[src/rtl/aes_pkg.sv]
// Shared AES controller definitions: block width, round counts per key size
// and the sequencer state encoding.
package aes_pkg;

    localparam int AES_BLOCK_W = 128;

    localparam int NR_128 = 10;
    localparam int NR_192 = 12;
    localparam int NR_256 = 14;

    typedef enum logic [1:0] {
        ST_IDLE = 2'd0,
        ST_KEY  = 2'd1,
        ST_DONE = 2'd2
    } seq_state_e;

endpackage

[src/rtl/aes_round_sequencer.sv]
// Iterative AES encryption controller: owns the block state, folds in round key 0
// itself and walks one shared external round datapath through rounds 1..NR.
module aes_round_sequencer
    import aes_pkg::*;
#(
    parameter int NR = NR_128,
    parameter int RW = 4
) (
    input  logic                   clk,
    input  logic                   rst_n,
    input  logic                   in_valid,
    output logic                   in_ready,
    input  logic [AES_BLOCK_W-1:0] in_block,
    output logic                   key_req,
    output logic [RW-1:0]          key_idx,
    input  logic                   key_valid,
    input  logic [AES_BLOCK_W-1:0] key_data,
    output logic [AES_BLOCK_W-1:0] rd_state,
    output logic [AES_BLOCK_W-1:0] rd_key,
    output logic                   rd_final,
    input  logic [AES_BLOCK_W-1:0] rd_result,
    output logic                   out_valid,
    input  logic                   out_ready,
    output logic [AES_BLOCK_W-1:0] out_block,
    output logic                   busy
);

    if (!(NR == NR_128 || NR == NR_192 || NR == NR_256)) begin : g_bad_nr
        $error("aes_round_sequencer: NR must be 10, 12 or 14");
    end
    if ((2 ** RW) <= NR) begin : g_bad_rw
        $error("aes_round_sequencer: RW too narrow to hold round index NR");
    end

    localparam logic [RW-1:0] LAST_ROUND = RW'(NR);

    seq_state_e             fsm_q, fsm_d;
    logic [RW-1:0]          round_q, round_d;
    logic [AES_BLOCK_W-1:0] data_q, data_d;

    // NOTE: every output and next-state value gets a default before the case,
    // so no path leaves a variable unassigned and no latch is inferred.
    always_comb begin
        fsm_d     = fsm_q;
        round_d   = round_q;
        data_d    = data_q;
        in_ready  = 1'b0;
        key_req   = 1'b0;
        rd_final  = 1'b0;
        out_valid = 1'b0;

        unique case (fsm_q)
            ST_IDLE: begin
                in_ready = 1'b1;
                if (in_valid) begin
                    data_d  = in_block;
                    round_d = '0;
                    fsm_d   = ST_KEY;
                end
            end

            ST_KEY: begin
                key_req  = 1'b1;
                rd_final = (round_q == LAST_ROUND);
                if (key_valid) begin
                    if (round_q == '0) begin
                        // Initial AddRoundKey needs no datapath pass.
                        data_d  = data_q ^ key_data;
                        round_d = round_q + RW'(1);
                    end else begin
                        data_d = rd_result;
                        if (round_q == LAST_ROUND) begin
                            fsm_d = ST_DONE;
                        end else begin
                            round_d = round_q + RW'(1);
                        end
                    end
                end
            end

            ST_DONE: begin
                out_valid = 1'b1;
                if (out_ready) begin
                    fsm_d = ST_IDLE;
                end
            end

            default: fsm_d = ST_IDLE;
        endcase
    end

    // NOTE: state updates use non-blocking assignments so every register samples
    // the values from before the edge, independent of statement order.
    // The wide block register is reset too: a discarded block must not linger
    // on rd_state after rst_n.
    always_ff @(posedge clk or negedge rst_n) begin
        if (!rst_n) begin
            fsm_q   <= ST_IDLE;
            round_q <= '0;
            data_q  <= '0;
        end else begin
            fsm_q   <= fsm_d;
            round_q <= round_d;
            data_q  <= data_d;
        end
    end

    assign key_idx   = (fsm_q == ST_KEY) ? round_q : '0;
    assign rd_state  = data_q;
    assign rd_key    = key_data;
    assign out_block = (fsm_q == ST_DONE) ? data_q : '0;
    assign busy      = (fsm_q != ST_IDLE);

endmodule

[config.mk]
export PLATFORM = sky130hd
export DESIGN_NAME = aes_round_sequencer
export DESIGN_NICKNAME = d
export VERILOG_FILES = /design/src/rtl/aes_pkg.sv /design/src/rtl/aes_round_sequencer.sv
export SDC_FILE = /design/constraint.sdc
export NUM_CORES = 1
export LEC_CHECK = 0
export ABC_AREA = 0
export ABC_CLOCK_PERIOD_IN_PS = 4700
export CORE_AREA = 3 3 303 305
export CTS_CLUSTER_DIAMETER = 50
export DETAILED_ROUTE_END_ITERATION = 16
export DIE_AREA = 0 0 306 308
export PLACE_DENSITY_LB_ADDON = 0.3
export SYNTH_ARGS = -nofsm -noshare
export SYNTH_HDL_FRONTEND = slang
export SYNTH_SLANG_ARGS = --single-unit
[constraint.sdc]
create_clock -name clk -period 4.7 [get_ports clk]
set_input_delay 0.94 -clock clk [delete_from_list [all_inputs] [get_ports clk]]
set_output_delay 0.94 -clock clk [all_outputs]
set_load 0.01 [all_outputs]
# == Yosys cells after proc, flatten, opt, wreduce, memory -nomap -nowiden ==
# Cells that the tools add are included.
# totals
regBits,134
word_cells,42
# op_classes
n_addsub,1
n_eq_ne,9
mux,21
bitwise,1
n_reduce_logical,7
# ops
operator,n
$mux 128,4
$pmux 128 s2,1
$xor 128x128->128,1
$mux 4,5
$mux 2,5
$ne 2x2->1 const B,5
$pmux 4 s2,1
$pmux 2 s3,1
$reduce_and 5->1,1
$add 4x1->4 const B,1
$eq 4x4->1 const B,1
$logic_not 4->1,1
$mux 1,4
$reduce_and 4->1,1
$reduce_bool 2->1,2
$ne 3x3->1 const B,1
$reduce_and 3->1,1
$eq 2x1->1 const B,1
$eq 2x2->1 const B,1
$logic_not 2->1,1

# == Depth between registers and ports, before layout ==
# Gate-level depths: netlist of run 1.
# depth
depth_word,5
ltp_mapped,7
depth_no_buf,5

# == Worst setup path after synthesis of run 1 ==
# No wires, ideal clock.
# synth_timing
path_kind,register to output
startpoint,reg fsm_q[1]
endpoint,out out_block[100]
t_arrival_ns,1.246
t_required_ns,3.760
setup_slack_ns,2.514
stages_incl_launch_ff,6
path_cell_list,dfrtp_1 > buf_4 > and2b_1 > buf_2 > clkbuf_1 > and2_1
# synth_between
elab_chain_cells,2
# synth_rtl
element,line,source
"start, declared",aes_round_sequencer.sv:37,"seq_state_e fsm_q, fsm_d;"
"start signal, assigned",aes_round_sequencer.sv:102,fsm_q <= fsm_d;
$eq 2x2->1,aes_round_sequencer.sv:111,assign out_block = (fsm_q == ST_DONE) ? data_q : '0;
$mux 128,aes_round_sequencer.sv:111,
"end, declared",aes_round_sequencer.sv:24,"output logic [AES_BLOCK_W-1:0] out_block,"
# No other way between the ends.

# == Worst setup path after layout of run 1 ==
# layout_timing
startpoint,reg fsm_q[0]
endpoint,out out_block[17]
# Same word-level chain as after synthesis.

==> reports/metrics.cfg, run 1 <==
[outcome]
status = completed

[clock_tree]
root_buffer = clkbuf_16
insertion_delay_ns = 0.45
hold_buffers = 0
cts_sinks = 134
cts_setup_buffers = 0
htreeDepth = 4
cts_buffer_depth = 2
cts.repair.resized = 0
numCtsBuffers = 17
cts_tree = built
path_clk_slew_ns = 0.07

[timing]
final.setup.tns_ns = 0
hold_ws_ns = 0.369
slew_viol_final = 0
relSlewSlack_pct = 31.6
setup_viol = 0
worstMarginPinSlew_ns = 1.03
hold_viol_final = 0
min_period_over_period_pct = 85.9
fmax_mhz = 248
fin_crit_ns = 4.04
rsz0062_at_grt = no
layout_setup_ws_ns = 0.661
skew_ns = 0.0101

[grt]
grt_pass1_wl_mm = 84.8
overflow = 0
grtUsageMet3_pct = 2.80
use_met2_pct = 21.2
grt_busiest_layer = met2
grt_usage_pct = 11.8
antenna_found_initial = 5
grt_max_degree = 129
grt_pass1_vias = 12900
grtUsageMet1_pct = 13.8

[power]
p_per_area_nw_per_um2 = 447
p_leak_nw = 7.34
vdd_drop_max_v = 0.000251

[floorplan]
fp.dieW_um = 306
placementRows = 110
io_pins = 782
fp.dieH_um = 308
start_util_pct = 13.0
core_um2 = 89600
dieArea_um2 = 94200

[critical_path]
path_cells = and2b_4 > buf_4 > and2_1 > clkdlybuf4s50_1
crit_family = simple AND/OR/NAND/NOR gates
cp.required_ns = 3.76
max_stage_delay_ns = 0.82
endpoint_kind = output pin
cp_num_buf_inv = 2
crit_slowest_cell = and2b_4
startpoint_type = register
cp_max_fo = 71
worstPathArrival_ns = 3.10
critical_path_class = reg2out

[worst_hold_path]
min_path_type = in2async

[synth]
synth.top_cell.area_share_pct = 28.7
synth-edff-count = 0
yosysUniqueCellTypes = 31
yosys_warnings = 0
synthFlopType = dfrtp_1
syn-cell-area_um2 = 11700
ys_seq_area_share_pct = 28.7
syn_nets = 1704
ys_ff_latch = 134
yosys-top-cells-count = dfrtp_1, and2_1, mux2i_1, nor2b_1
yosysMostFrequentCell = dfrtp_1
synth_area_leaders = dfrtp_1, mux2i_1, o221ai_1
yosys.area.top_type = dfrtp_1
async_reset_ff_share_pct = 100
synth_cells = 1312
avgSynthCellArea_um2 = 8.90

[drt]
drt_iter0_drc = 540
drtAntennaViolNets = 0
vias = 12100
drc = 0
drtPass1Iterations = 5
wl_mm = 57.8
wl_per_cell_um = 18.7
via_per_inst = 3.93

[cells_and_area]
regArea_um2 = 3360
final_nets = 2282
syn2layout_area_growth_pct = 72.9
fill_cells = 9682
multi_input_area_um2 = 6710
final_layout_size_suffix_gt1_share_pct = 3.26

[placement]
dp_worst_setup_slack_ns = 1.14
hpwl_mm = 42.8
io_buffers = 781
gp_congestion = 0.816

[job]
drv_cap = 0

[worst reg2reg max path, stage by stage, from the launching register on]
cell and delay, ns:
dfrtp_4 0.41, buf_4 0.60, nor2b_4 0.38, nand2_4 0.44, buf_12 0.40, o221ai_1 0.47
[state kept, by name, indices dropped and copies added, names as in the netlist]
register,flops
round_q,4
fsm_q,2
rd_state,128
[layout make-up]
| type | instances | area share (%) |
|---|---|---|
| repair buffers | 801 | 39.8 |
| multi-input cells | 933 | 33.2 |
| flip-flops and latches | 134 | 16.6 |
| well taps | 1176 | 7.28 |
| clock buffers | 20 | 2.26 |
| clock inverters | 12 | 0.700 |
| inverters | 3 | 0.0557 |
| diodes | 4 | 0.0496 |
[where the power goes]
part / switching (mW) / internal, mW / total, mW
Clock: 0.628 / 0.818 / 1.45
Sequential: 0.929 / 1.73 / 2.65
Combinational: 2.24 / 2.70 / 4.94
Total: 3.80 / 5.24 / 9.04
[placed cells by master, fill, tap and decap left out, types with 3 or more instances in the layout]
| master | count |
|---|---|
| buf_4 | 15 |
| nand3_1 | 5 |
| nor2b_4 | 3 |
| o21ai_0 | 129 |
| inv_1 | 3 |
| ha_1 | 3 |
| buf_12 | 6 |
| inv_6 | 4 |
| o21ai_1 | 3 |
| clkinv_4 | 3 |
| nor2b_1 | 128 |
| o221ai_1 | 128 |
| xor2_1 | 128 |
| clkbuf_16 | 17 |
| and2_1 | 133 |
| mux2i_1 | 130 |
| a21oi_1 | 128 |
| diode_2 | 4 |
| clkdlybuf4s50_1 | 779 |
| dfrtp_1 | 132 |
[path summary, 6_finish.rpt]
kind                                               start                        end  slack (ns)  cells after the start
worst max-delay path                fsm_q[0]$_DFFE_PN0P_              out_block[17]        0.66                      4
worst min-delay path                               rst_n  rd_state[124]$_DFFE_PN0P_        0.37                      1
worst max register to register      fsm_q[0]$_DFFE_PN0P_   rd_state[32]$_DFFE_PN0P_        1.90                      5
worst min register to register  rd_state[81]$_DFFE_PN0P_   rd_state[81]$_DFFE_PN0P_        0.58                      2
max in group asynchronous                          rst_n   rd_state[70]$_DFFE_PN0P_        3.40                      2
min in group clk                rd_state[81]$_DFFE_PN0P_   rd_state[81]$_DFFE_PN0P_        0.58                      2
[per-layer routing]
metal | share of wire [%] | vias to the layer above | wire length (µm)
met4 | 2.2 | 0 | 1280
met2 | 52 | 463 | 29900
met5 | 0 | - | 0
met1 | 41 | 5886 | 23500
li1 | - | 5706 | -
met3 | 5.3 | 57 | 3050
[logic make-up (layout without fill, tap and decap cells)]
| kind of cell | count (synthesis) | after routing | synth area share [%] |
|---|---|---|---|
| buf+inv | 245 | 836 | 14.1 |
| other cells | 0 | 4 | 0 |
| compound gates | 392 | 392 | 21.0 |
| fa+ha+maj | 3 | 3 | 0.321 |
| simple gates | 280 | 280 | 15.1 |
| mux | 130 | 130 | 11.1 |
| flops | 134 | 134 | 28.7 |
| xor+xnor | 128 | 128 | 9.60 |
[metrics by stage]
step	cell area (µm²)	utilization [%]	power [mW]	cells
final	20200	22.5	9.04	3083
after global routing	20200	22.5	9.72	3081
after CTS	20200	22.5	9.23	3079
after detailed placement	19600	21.9	7.68	3047
after global placement	19600	21.9	7.59	3047
after floorplan	11700	-	5.28	1312
No activity file was read; power rests on OpenSTA's default activity.
==> run 2: changes to the inputs <==
GPL_TIMING_DRIVEN = 0   (was unset)
SKIP_CTS_REPAIR_TIMING = 1   (was unset)
TNS_END_PERCENT = 1   (was unset)
==> run 2 against run 1 <==
Effect of this change: final cell count up 7.5%; first-iteration DRC count increased by 22%; clock-buffer cell count did not move; largest power group unchanged; critical path type unchanged; sequential share of layout area fell by 1.1 points; clock power fell by 3%; critical endpoint is now out_block[114]; highest routed layer unchanged; via count grew 7.1%; non-clock buffer count up 223; register-to-register slack better by 0.39 ns; die area stayed put; core utilization is 1.6 points higher; critical path depth is 2 higher; maximum frequency shrank 3.9%.
==> reports/metrics.cfg, run 2 (synthesis gave the netlist of run 1 again) <==
[cells_and_area]
final_cells = 3314
stdcell_area_um2 = 21600
final_cell_mix = clkdlybuf4s50_1, dfrtp_1, and2_1
final_common_cell = clkdlybuf4s50_1
final_layout_size_suffix_gt1_share_pct = 9.41
largest_reg_flops = 128
syn2layout_area_growth_pct = 85.0
post-route-util_pct = 24.1
final_nets = 2505

[critical_path]
crit_slowest_cell = clkbuf_1
cp_num_buf_inv = 4
critical_path_class = reg2out
endpoint_kind = output pin
startpoint_type = register
worstPathArrival_ns = 3.26
cp_max_fo = 10
cp.required_ns = 3.76
crit_family = buffers and inverters
path_cells = buf_4 > and2b_1 > buf_2 > clkbuf_1 > and2_1 > clkdlybuf4s50_1
max_stage_delay_ns = 0.58

[placement]
io_buffers = 781
hpwl_mm = 57.1
placed_area_um2 = 21000
gp_congestion = 0.804
dp_worst_setup_slack_ns = 0.539
placedCellCount = 3270

[timing]
fin_crit_ns = 4.20
skew_ns = 0.0180
layout_setup_ws_ns = 0.498
hold_viol_final = 0
hold_ws_ns = 0.392
rsz0062_at_grt = no
relSlewSlack_pct = 28.2
slew_viol_final = 0
fmax_mhz = 238
worstMarginPinSlew_ns = 1.08
min_period_over_period_pct = 89.4
setup_viol = 0

[floorplan]
core_um2 = 89600
placementRows = 110
fp.dieW_um = 306
dieArea_um2 = 94200
start_util_pct = 13.0
fp.dieH_um = 308
io_pins = 782

[clock_tree]
path_clk_slew_ns = 0.06
insertion_delay_ns = 0.48
cts_sinks = 134
cts_buffer_depth = 2
numCtsBuffers = 17
root_buffer = clkbuf_16
htreeDepth = 4
cts_tree = built

[drt]
drc = 0
maxUsedRoutingLayer = met4
drtAntennaViolNets = 0
vias = 13000
met2WireLength_mm = 34.7
drtPass1Iterations = 5
m1WireLength_mm = 30.8
drt_iter0_drc = 659
via_per_inst = 3.91
wl_mm = 71.0
met3_length_mm = 4.57
wl_per_cell_um = 21.4

[power]
p_leak_nw = 8.11
p_per_area_nw_per_um2 = 443
vdd_drop_max_v = 0.000263

[grt]
overflow = 0
grt_pass1_vias = 13300
antenna_found_initial = 8
grt_max_degree = 69
grt_pass1_wl_mm = 99.0
grt_usage_pct = 14.5

[job]
drv_cap = 0

[worst_hold_path]
min_path_type = in2async

[outcome]
status = completed

[run 2: cell count changes in the layout (fill, tap and decap cells not counted), moves of 4 or more]
cell / delta
buf_4: +114
buf_12: +7
inv_6: -4
clkbuf_1: +78
buf_2: +19
diode_2: +8
[run 2: worst reg2reg max path: stages, from the launching register on]
cell      delay [ns]
dfrtp_1         0.40
nor2b_1         0.13
buf_2           0.53
clkbuf_1        0.86
a21oi_1         0.20
o221ai_1        0.21
[run 2: final cells by class]
class | count | area, µm²
multi-input combinational | 933 | 6680
tap | 1176 | 1470
timing repair buffer | 782 | 7850
buffer | 242 | 1640
clock buffer | 20 | 447
inverter | 3 | 11.3
fill | 9781 | 68000
sequential | 134 | 3350
antenna | 12 | 30.0
clock inverter | 12 | 130
[run 2: metal layers]
layer | up-vias | track usage, %
met5 | - | 0
met1 | 6243 | 18.6
met3 | 40 | 3.76
li1 | 6175 | -
met4 | 0 | 3.16
met2 | 515 | 24.6
[run 2: worst paths after layout]
path / start / to / slack (ns) / cells past startpoint
hold reg to reg: round_q[3]$_DFFE_PN0P_ / round_q[3]$_DFFE_PN0P_ / 0.62 / 1
setup / recovery: fsm_q[1]$_DFFE_PN0P_ / out_block[114] / 0.50 / 6
max in group asynchronous: rst_n / rd_state[64]$_DFFE_PN0P_ / 3.45 / 2
min in group clk: round_q[3]$_DFFE_PN0P_ / round_q[3]$_DFFE_PN0P_ / 0.62 / 1
hold / removal: rst_n / rd_state[5]$_DFFE_PN0P_ / 0.39 / 1
setup reg to reg: fsm_q[1]$_DFFE_PN0P_ / rd_state[110]$_DFFE_PN0P_ / 2.29 / 5
[run 2: report_power, final]
| part | total (mW) | switching, mW | internal, mW |
|---|---|---|---|
| combinational | 5.50 | 2.55 | 2.95 |
| sequential | 2.66 | 0.936 | 1.72 |
| clock | 1.41 | 0.621 | 0.792 |
[run 2: stage by stage]
step                      setup TNS, ns  power, mW
after floorplan                       0       5.28
after global placement          -511.77       8.22
after detailed placement              0       8.22
after CTS                      -0.00835       9.72
after global routing                  0       10.2
final                                 0       9.57
